## src/rtl/iram_loader_if.sv

```systemverilog
// Byte-stream input and IRAM write-port signals of the boot loader.
// master: stream source / observer side, slave: the loader itself.
interface iram_loader_if #(
    parameter int ADDR_W = 8
);
    logic              in_valid;
    logic [7:0]        in_data;
    logic              in_ready;
    logic              wr_en;
    logic [ADDR_W-1:0] wr_addr;
    logic [31:0]       wr_data;
    logic              cpu_rst;
    logic              done;
    logic              err;

    modport master (
        output in_valid, in_data,
        input  in_ready, wr_en, wr_addr, wr_data, cpu_rst, done, err
    );

    modport slave (
        input  in_valid, in_data,
        output in_ready, wr_en, wr_addr, wr_data, cpu_rst, done, err
    );
endinterface

```

## src/rtl/iram_loader.sv

```systemverilog
// Boot-time IRAM loader: parses a length header, assembles big-endian
// 32-bit words, writes them into IRAM and releases the core from reset
// only once the XOR checksum over header and data matches.
//
// state    | meaning
// ---------+------------------------------------------------------
// S_LEN_HI | waiting for word-count high byte
// S_LEN_LO | waiting for word-count low byte, range check
// S_DATA   | assembling instruction words, one write per 4 bytes
// S_CSUM   | waiting for checksum byte
// S_DONE   | image verified, core released (terminal)
// S_ERR    | oversize image or bad checksum (terminal)
module iram_loader #(
    parameter int ADDR_W    = 8,
    parameter int BASE_ADDR = 0
) (
    input  logic          clk,
    input  logic          rst,
    iram_loader_if.slave  bus
);

    typedef enum logic [2:0] {
        S_LEN_HI,
        S_LEN_LO,
        S_DATA,
        S_CSUM,
        S_DONE,
        S_ERR
    } state_t;

    localparam logic [ADDR_W-1:0] BASE = ADDR_W'(BASE_ADDR);
    // Largest word count that fits between BASE and the top of IRAM.
    localparam longint CAP = (longint'(1) << ADDR_W) - longint'(BASE_ADDR);

    state_t            state, state_n;
    logic [7:0]        len_hi, len_hi_n;
    logic [15:0]       len, len_n;
    logic [1:0]        byte_cnt, byte_cnt_n;
    logic [15:0]       word_cnt, word_cnt_n;
    // Only the first three bytes of a word need holding; the fourth
    // is concatenated directly when the word is registered.
    logic [23:0]       asm_reg, asm_n;
    logic [7:0]        xsum, xsum_n;

    logic              in_ready, in_ready_n;
    logic              wr_en, wr_en_n;
    logic [ADDR_W-1:0] wr_addr, wr_addr_n;
    logic [31:0]       wr_data, wr_data_n;
    logic              cpu_rst, cpu_rst_n;
    logic              done, done_n;
    logic              err, err_n;

    logic              xfer;
    logic [15:0]       len_rx;

    assign xfer   = bus.in_valid && in_ready;
    assign len_rx = {len_hi, bus.in_data};

    // FSM state register.
    always_ff @(posedge clk or posedge rst) begin
        if (rst) begin
            state <= S_LEN_HI;
        end else begin
            state <= state_n;
        end
    end

    // Next-state, datapath and next-output decode.
    always_comb begin
        state_n    = state;
        len_hi_n   = len_hi;
        len_n      = len;
        byte_cnt_n = byte_cnt;
        word_cnt_n = word_cnt;
        asm_n      = asm_reg;
        xsum_n     = xsum;
        wr_en_n    = 1'b0;
        wr_addr_n  = wr_addr;
        wr_data_n  = wr_data;
        cpu_rst_n  = cpu_rst;
        done_n     = done;
        err_n      = err;

        case (state)
            S_LEN_HI: begin
                if (xfer) begin
                    len_hi_n = bus.in_data;
                    xsum_n   = xsum ^ bus.in_data;
                    state_n  = S_LEN_LO;
                end
            end
            S_LEN_LO: begin
                if (xfer) begin
                    len_n  = len_rx;
                    xsum_n = xsum ^ bus.in_data;
                    if (64'(len_rx) > CAP) begin
                        state_n = S_ERR;
                        err_n   = 1'b1;
                    end else if (len_rx == 16'd0) begin
                        state_n = S_CSUM;
                    end else begin
                        state_n = S_DATA;
                    end
                end
            end
            S_DATA: begin
                if (xfer) begin
                    asm_n      = {asm_reg[15:0], bus.in_data};
                    xsum_n     = xsum ^ bus.in_data;
                    byte_cnt_n = byte_cnt + 2'd1;
                    if (byte_cnt == 2'd3) begin
                        wr_en_n    = 1'b1;
                        wr_data_n  = {asm_reg, bus.in_data};
                        wr_addr_n  = BASE + ADDR_W'(word_cnt);
                        word_cnt_n = word_cnt + 16'd1;
                        if (word_cnt + 16'd1 == len) begin
                            state_n = S_CSUM;
                        end
                    end
                end
            end
            S_CSUM: begin
                if (xfer) begin
                    if (bus.in_data == xsum) begin
                        state_n   = S_DONE;
                        done_n    = 1'b1;
                        cpu_rst_n = 1'b0;
                    end else begin
                        state_n = S_ERR;
                        err_n   = 1'b1;
                    end
                end
            end
            S_DONE: begin
                state_n = S_DONE;
            end
            S_ERR: begin
                state_n = S_ERR;
            end
            default: begin
                state_n = S_ERR;
                err_n   = 1'b1;
            end
        endcase

        // in_ready is registered from the next state so it never depends
        // combinationally on the stream inputs.
        in_ready_n = (state_n == S_LEN_HI) || (state_n == S_LEN_LO) ||
                     (state_n == S_DATA)   || (state_n == S_CSUM);
    end

    // Datapath and registered outputs.
    always_ff @(posedge clk or posedge rst) begin
        if (rst) begin
            len_hi   <= 8'd0;
            len      <= 16'd0;
            byte_cnt <= 2'd0;
            word_cnt <= 16'd0;
            asm_reg  <= 24'd0;
            xsum     <= 8'd0;
            in_ready <= 1'b1;
            wr_en    <= 1'b0;
            wr_addr  <= BASE;
            wr_data  <= 32'd0;
            cpu_rst  <= 1'b1;
            done     <= 1'b0;
            err      <= 1'b0;
        end else begin
            len_hi   <= len_hi_n;
            len      <= len_n;
            byte_cnt <= byte_cnt_n;
            word_cnt <= word_cnt_n;
            asm_reg  <= asm_n;
            xsum     <= xsum_n;
            in_ready <= in_ready_n;
            wr_en    <= wr_en_n;
            wr_addr  <= wr_addr_n;
            wr_data  <= wr_data_n;
            cpu_rst  <= cpu_rst_n;
            done     <= done_n;
            err      <= err_n;
        end
    end

    assign bus.in_ready = in_ready;
    assign bus.wr_en    = wr_en;
    assign bus.wr_addr  = wr_addr;
    assign bus.wr_data  = wr_data;
    assign bus.cpu_rst  = cpu_rst;
    assign bus.done     = done;
    assign bus.err      = err;

endmodule

```

## src/flat_wrapper.sv

```systemverilog
// flat-port wrapper written by rule: the top's interface ports become plain ports
module iram_loader_flat 
#(
    parameter int ADDR_W    = 8,
    parameter int BASE_ADDR = 0
)
  (clk, rst, bus_in_valid, bus_in_data, bus_in_ready, bus_wr_en, bus_wr_addr, bus_wr_data, bus_cpu_rst, bus_done, bus_err);
  iram_loader_if #(.ADDR_W(ADDR_W)) bus_i ();
  input  logic clk;
  input  logic rst;
  input wire logic [$bits(bus_i.in_valid)-1:0] bus_in_valid;
  input wire logic [$bits(bus_i.in_data)-1:0] bus_in_data;
  output wire logic [$bits(bus_i.in_ready)-1:0] bus_in_ready;
  output wire logic [$bits(bus_i.wr_en)-1:0] bus_wr_en;
  output wire logic [$bits(bus_i.wr_addr)-1:0] bus_wr_addr;
  output wire logic [$bits(bus_i.wr_data)-1:0] bus_wr_data;
  output wire logic [$bits(bus_i.cpu_rst)-1:0] bus_cpu_rst;
  output wire logic [$bits(bus_i.done)-1:0] bus_done;
  output wire logic [$bits(bus_i.err)-1:0] bus_err;
  assign bus_i.in_valid = bus_in_valid;
  assign bus_i.in_data = bus_in_data;
  assign bus_in_ready = bus_i.in_ready;
  assign bus_wr_en = bus_i.wr_en;
  assign bus_wr_addr = bus_i.wr_addr;
  assign bus_wr_data = bus_i.wr_data;
  assign bus_cpu_rst = bus_i.cpu_rst;
  assign bus_done = bus_i.done;
  assign bus_err = bus_i.err;
  iram_loader #(.ADDR_W(ADDR_W), .BASE_ADDR(BASE_ADDR)) u_core (.clk(clk), .rst(rst), .bus(bus_i));
endmodule
```

## config.mk

```make
export PLATFORM = sky130hd
export DESIGN_NAME = iram_loader_flat
export DESIGN_NICKNAME = d
export VERILOG_FILES = /design/src/rtl/iram_loader_if.sv /design/src/rtl/iram_loader.sv /design/src/flat_wrapper.sv
export SDC_FILE = /design/constraint.sdc
export NUM_CORES = 1
export LEC_CHECK = 0
export CAP_MARGIN = 15
export CORE_ASPECT_RATIO = 0.9
export CORE_MARGIN = 1.5
export CORE_UTILIZATION = 45
export DETAILED_ROUTE_END_ITERATION = 6
export GPL_ROUTABILITY_DRIVEN = 0
export HOLD_SLACK_MARGIN = 0.15
export PLACE_DENSITY = 0.74
export SLEW_MARGIN = 15
export SYNTH_ARGS = -nofsm -noshare
export SYNTH_HDL_FRONTEND = slang
export SYNTH_SLANG_ARGS = --single-unit
```

## constraint.sdc

```tcl
create_clock -name clk -period 5.65 [get_ports clk]
set_input_delay 1.4125 -clock clk [delete_from_list [all_inputs] [get_ports clk]]
set_output_delay 1.4125 -clock clk [all_outputs]
set_load 0.005 [all_outputs]
```

==> flow_metrics.py <==
metrics = {
    "status": {
        "status": "complete, no violations",
    },
    "synth": {
        "syn_area_mm2": 0.00543,
        "postSynthAreaPerCell_um2": 13.3,
        "synth_edf_count": 0,
        "synthCells": 407,
        "ys_seq_area_frac": 0.563,
        "async_flop_share": 1.00,
        "ys.flop_type": "dfrtp_1",
        "synth_top_area_share": 0.553,
        "synth_seq_cells": 122,
        "yosys.area.top_type": "dfrtp_1",
        "netlist-cell-type-count": 48,
        "ys.warnings.count": 0,
        "syn-num-nets": 421,
        "synth_area_leaders": "dfrtp_1 (55%), mux2_2 (15%), xnor2_1 (5.0%), xor2_1 (3.7%), mux2_1 (3.3%)",
    },
    "grt": {
        "grt.overflow.total": 0,
        "grt_max_degree": 73,
        "first_global_vias": 3544,
        "grt_antenna_before_repair": 0,
        "grt_pass1_wl_mm": 18.1,
        "grt_usage": 0.183,
    },
    "clock_tree": {
        "cts-htree-levels": 4,
        "holdBufCountCts": 0,
        "cts_sinks": 122,
        "tritoncts": "yes",
        "clockRootBuffer": "clkbuf_16",
        "clkLatencyLatePin_ns": 0.41,
        "cts_buffers": 17,
        "cts_resized": 0,
        "clkSlewWorstSetupHoldPaths_ns": 0.06,
        "cts_setup_buffers": 0,
        "clock_tree.buffer_depth": 2,
    },
    "power": {
        "cellLeakagePower_nw": 3.03,
        "peakVddDrop_uv": 254,
        "power_density_mw_per_mm2": 373,
    },
    "worst_setup_path": {
        "crit_path_start_kind": "primary input",
        "rr_endpoint": "u_core.state[0]$_DFF_PP0_",
        "worstSetupEndpointType": "register",
        "worstPathArrival_ns": 3.80,
        "reg2reg_setup_slack_ns": 3.19,
        "rr_startpoint": "u_core.bus.in_ready$_DFF_PP1_",
        "cp_max_fo": 47,
        "crit_path_start": "bus_in_valid",
        "ff2ff_path_depth": 7,
        "path_class": "in -> reg",
        "required_ns": 6.00,
    },
    "detailed_routing": {
        "dr.pass1.iters": 4,
        "drt_wl_total_mm": 10.7,
        "ant_nets": 0,
        "drc": 0,
        "wl_per_cell_um": 16.8,
        "vias": 3328,
        "drt_iter0_markers": 164,
        "vias_per_cell": 5.24,
    },
    "place": {
        "dp_hpwl_mm": 6.99,
        "numPortBuffers": 55,
        "placed_area_mm2": 0.00606,
    },
    "cells_and_area": {
        "layout_commonest_cell": "dfrtp_1",
        "layout.nets": 480,
        "multi_input_area_mm2": 0.00221,
        "nFillCells": 932,
        "diodes": 0,
        "area_delta_synth_final_pct": 23.1,
        "final_area_mm2": 0.00668,
        "mostFrequentLayoutCells": "dfrtp_1 (120), mux2_2 (74), clkdlybuf4s50_1 (55)",
        "largest_reg_flops": 32,
        "seqCellArea_mm2": 0.00306,
        "drive_gt1_frac": 0.271,
    },
    "timing": {
        "period_minus_slack_ns": 3.45,
        "holdWs_ns": 0.476,
        "rsz0062_at_grt": "no",
        "fmax_mhz": 290,
        "maxSlewViolCount": 0,
        "timing.setup.tns_ns": 0,
        "fin_skew_ns": 0.00919,
        "max_slew.worst_pin.slew_ns": 0.882,
        "finalSetupViolations": 0,
        "period_share": 0.611,
        "final-hold-violation-count": 0,
        "relSlewSlack": 0.407,
    },
    "die": {
        "die_y_um": 107,
        "start_util": 0.469,
        "row_count": 37,
        "num_io_pins": 56,
        "core_mm2": 0.0116,
        "die_area_mm2": 0.0127,
        "die_width_um": 119,
    },
    "worst_hold_path": {
        "worstHoldPathCells": 1,
        "hold_path.class": "reg -> reg",
        "holdPathEnd": "u_core.byte_cnt[0]$_DFFE_PP0P_",
        "min_from": "u_core.byte_cnt[0]$_DFFE_PP0P_",
    },
    "run": {
        "timing.max_cap.violations": 0,
    },
}
[cells in the mapped netlist (2+ instances only)]
| master | n |
|---|---|
| nor3b_1 | 2 |
| nor4_1 | 7 |
| nor2_1 | 12 |
| or3_1 | 2 |
| o21ai_0 | 7 |
| and4_1 | 2 |
| o22ai_1 | 2 |
| nor3_2 | 4 |
| buf_6 | 7 |
| xor2_1 | 23 |
| buf_4 | 2 |
| nor3_1 | 4 |
| nand4_2 | 2 |
| nor2b_1 | 2 |
| or2_2 | 2 |
| dfrtp_1 | 120 |
| nand2_1 | 25 |
| mux2_1 | 16 |
| mux2_2 | 74 |
| nor4_2 | 2 |
| xnor2_1 | 31 |
| dfstp_2 | 2 |
| inv_1 | 5 |
| nand4_1 | 4 |
| buf_2 | 8 |
| a211oi_1 | 2 |
| nand3_1 | 10 |
| ha_1 | 3 |
| a21oi_1 | 6 |
[worst max-delay path, stage by stage]
cell and delay [ns]:
clkdlybuf4s50_1 0.52, nand2_1 0.14, or4b_4 0.62, clkinv_4 0.35
nand4_2 0.14, nor4_2 0.15, nor4b_2 0.23, a31o_1 0.18
[worst max-delay path by stage]
stage                     slack, ns  cells after the start                             to
after floorplan                 1.0                      1  u_core.asm_reg[0]$_DFFE_PP0P_
after global placement         1.90                      8      u_core.state[0]$_DFF_PP0_
after detailed placement       1.82                      8      u_core.state[0]$_DFF_PP0_
after CTS                      2.24                      8      u_core.state[0]$_DFF_PP0_
after global routing           2.10                      8      u_core.state[0]$_DFF_PP0_
final                          2.20                      8      u_core.state[0]$_DFF_PP0_
[through the flow]
stage / std cells / power, mW / utilization / worst slack [ns]
2_1_floorplan: 407 / 1.30 / - / 0.998
3_3_place_gp: 603 / 1.38 / 0.524 / 1.90
3_5_place_dp: 603 / 1.39 / 0.524 / 1.82
4_1_cts: 635 / 2.51 / 0.577 / 2.24
5_1_grt: 635 / 2.60 / 0.577 / 2.10
6_report: 635 / 2.49 / 0.577 / 2.20
[logic make-up (layout without fill, tap and decap cells)]
logic type               Yosys count  after routing  share of synthesized area
AO/OA/AOI/OAI                     27             27                     0.0325
multiplexers                      90             90                      0.187
buffers and inverters             24             96                     0.0304
AND/OR/NAND/NOR                   87             87                     0.0934
XOR/XNOR                          54             54                     0.0871
flip-flops                       122            122                      0.563
adder cells (fa/ha/maj)            3              3                    0.00692
[area by class of cell]
cell class                      count  share of cell area
Clock buffer                       17              0.0637
Clock inverter                     15              0.0281
Inverter                            6             0.00450
Multi-Input combinational cell    261               0.331
Sequential cell                   122               0.457
Tap cell                          156              0.0292
Timing Repair Buffer               58              0.0858
[report_power, final]
part	switching, mW	internal (mW)
Combinational	0.136	0.167
Sequential	0.0977	0.978
Clock	0.413	0.703
Total	0.646	1.85
[per-layer routing]
metal  track usage  vias to the layer above  part of all wire
met3        0.0596                       12             0.046
met1         0.248                     1678              0.47
met2         0.280                       83              0.47
li1              -                     1555                 -
met5             0                        -                 0
met4        0.0577                        0             0.011
Power figures use the tool's default switching activity.
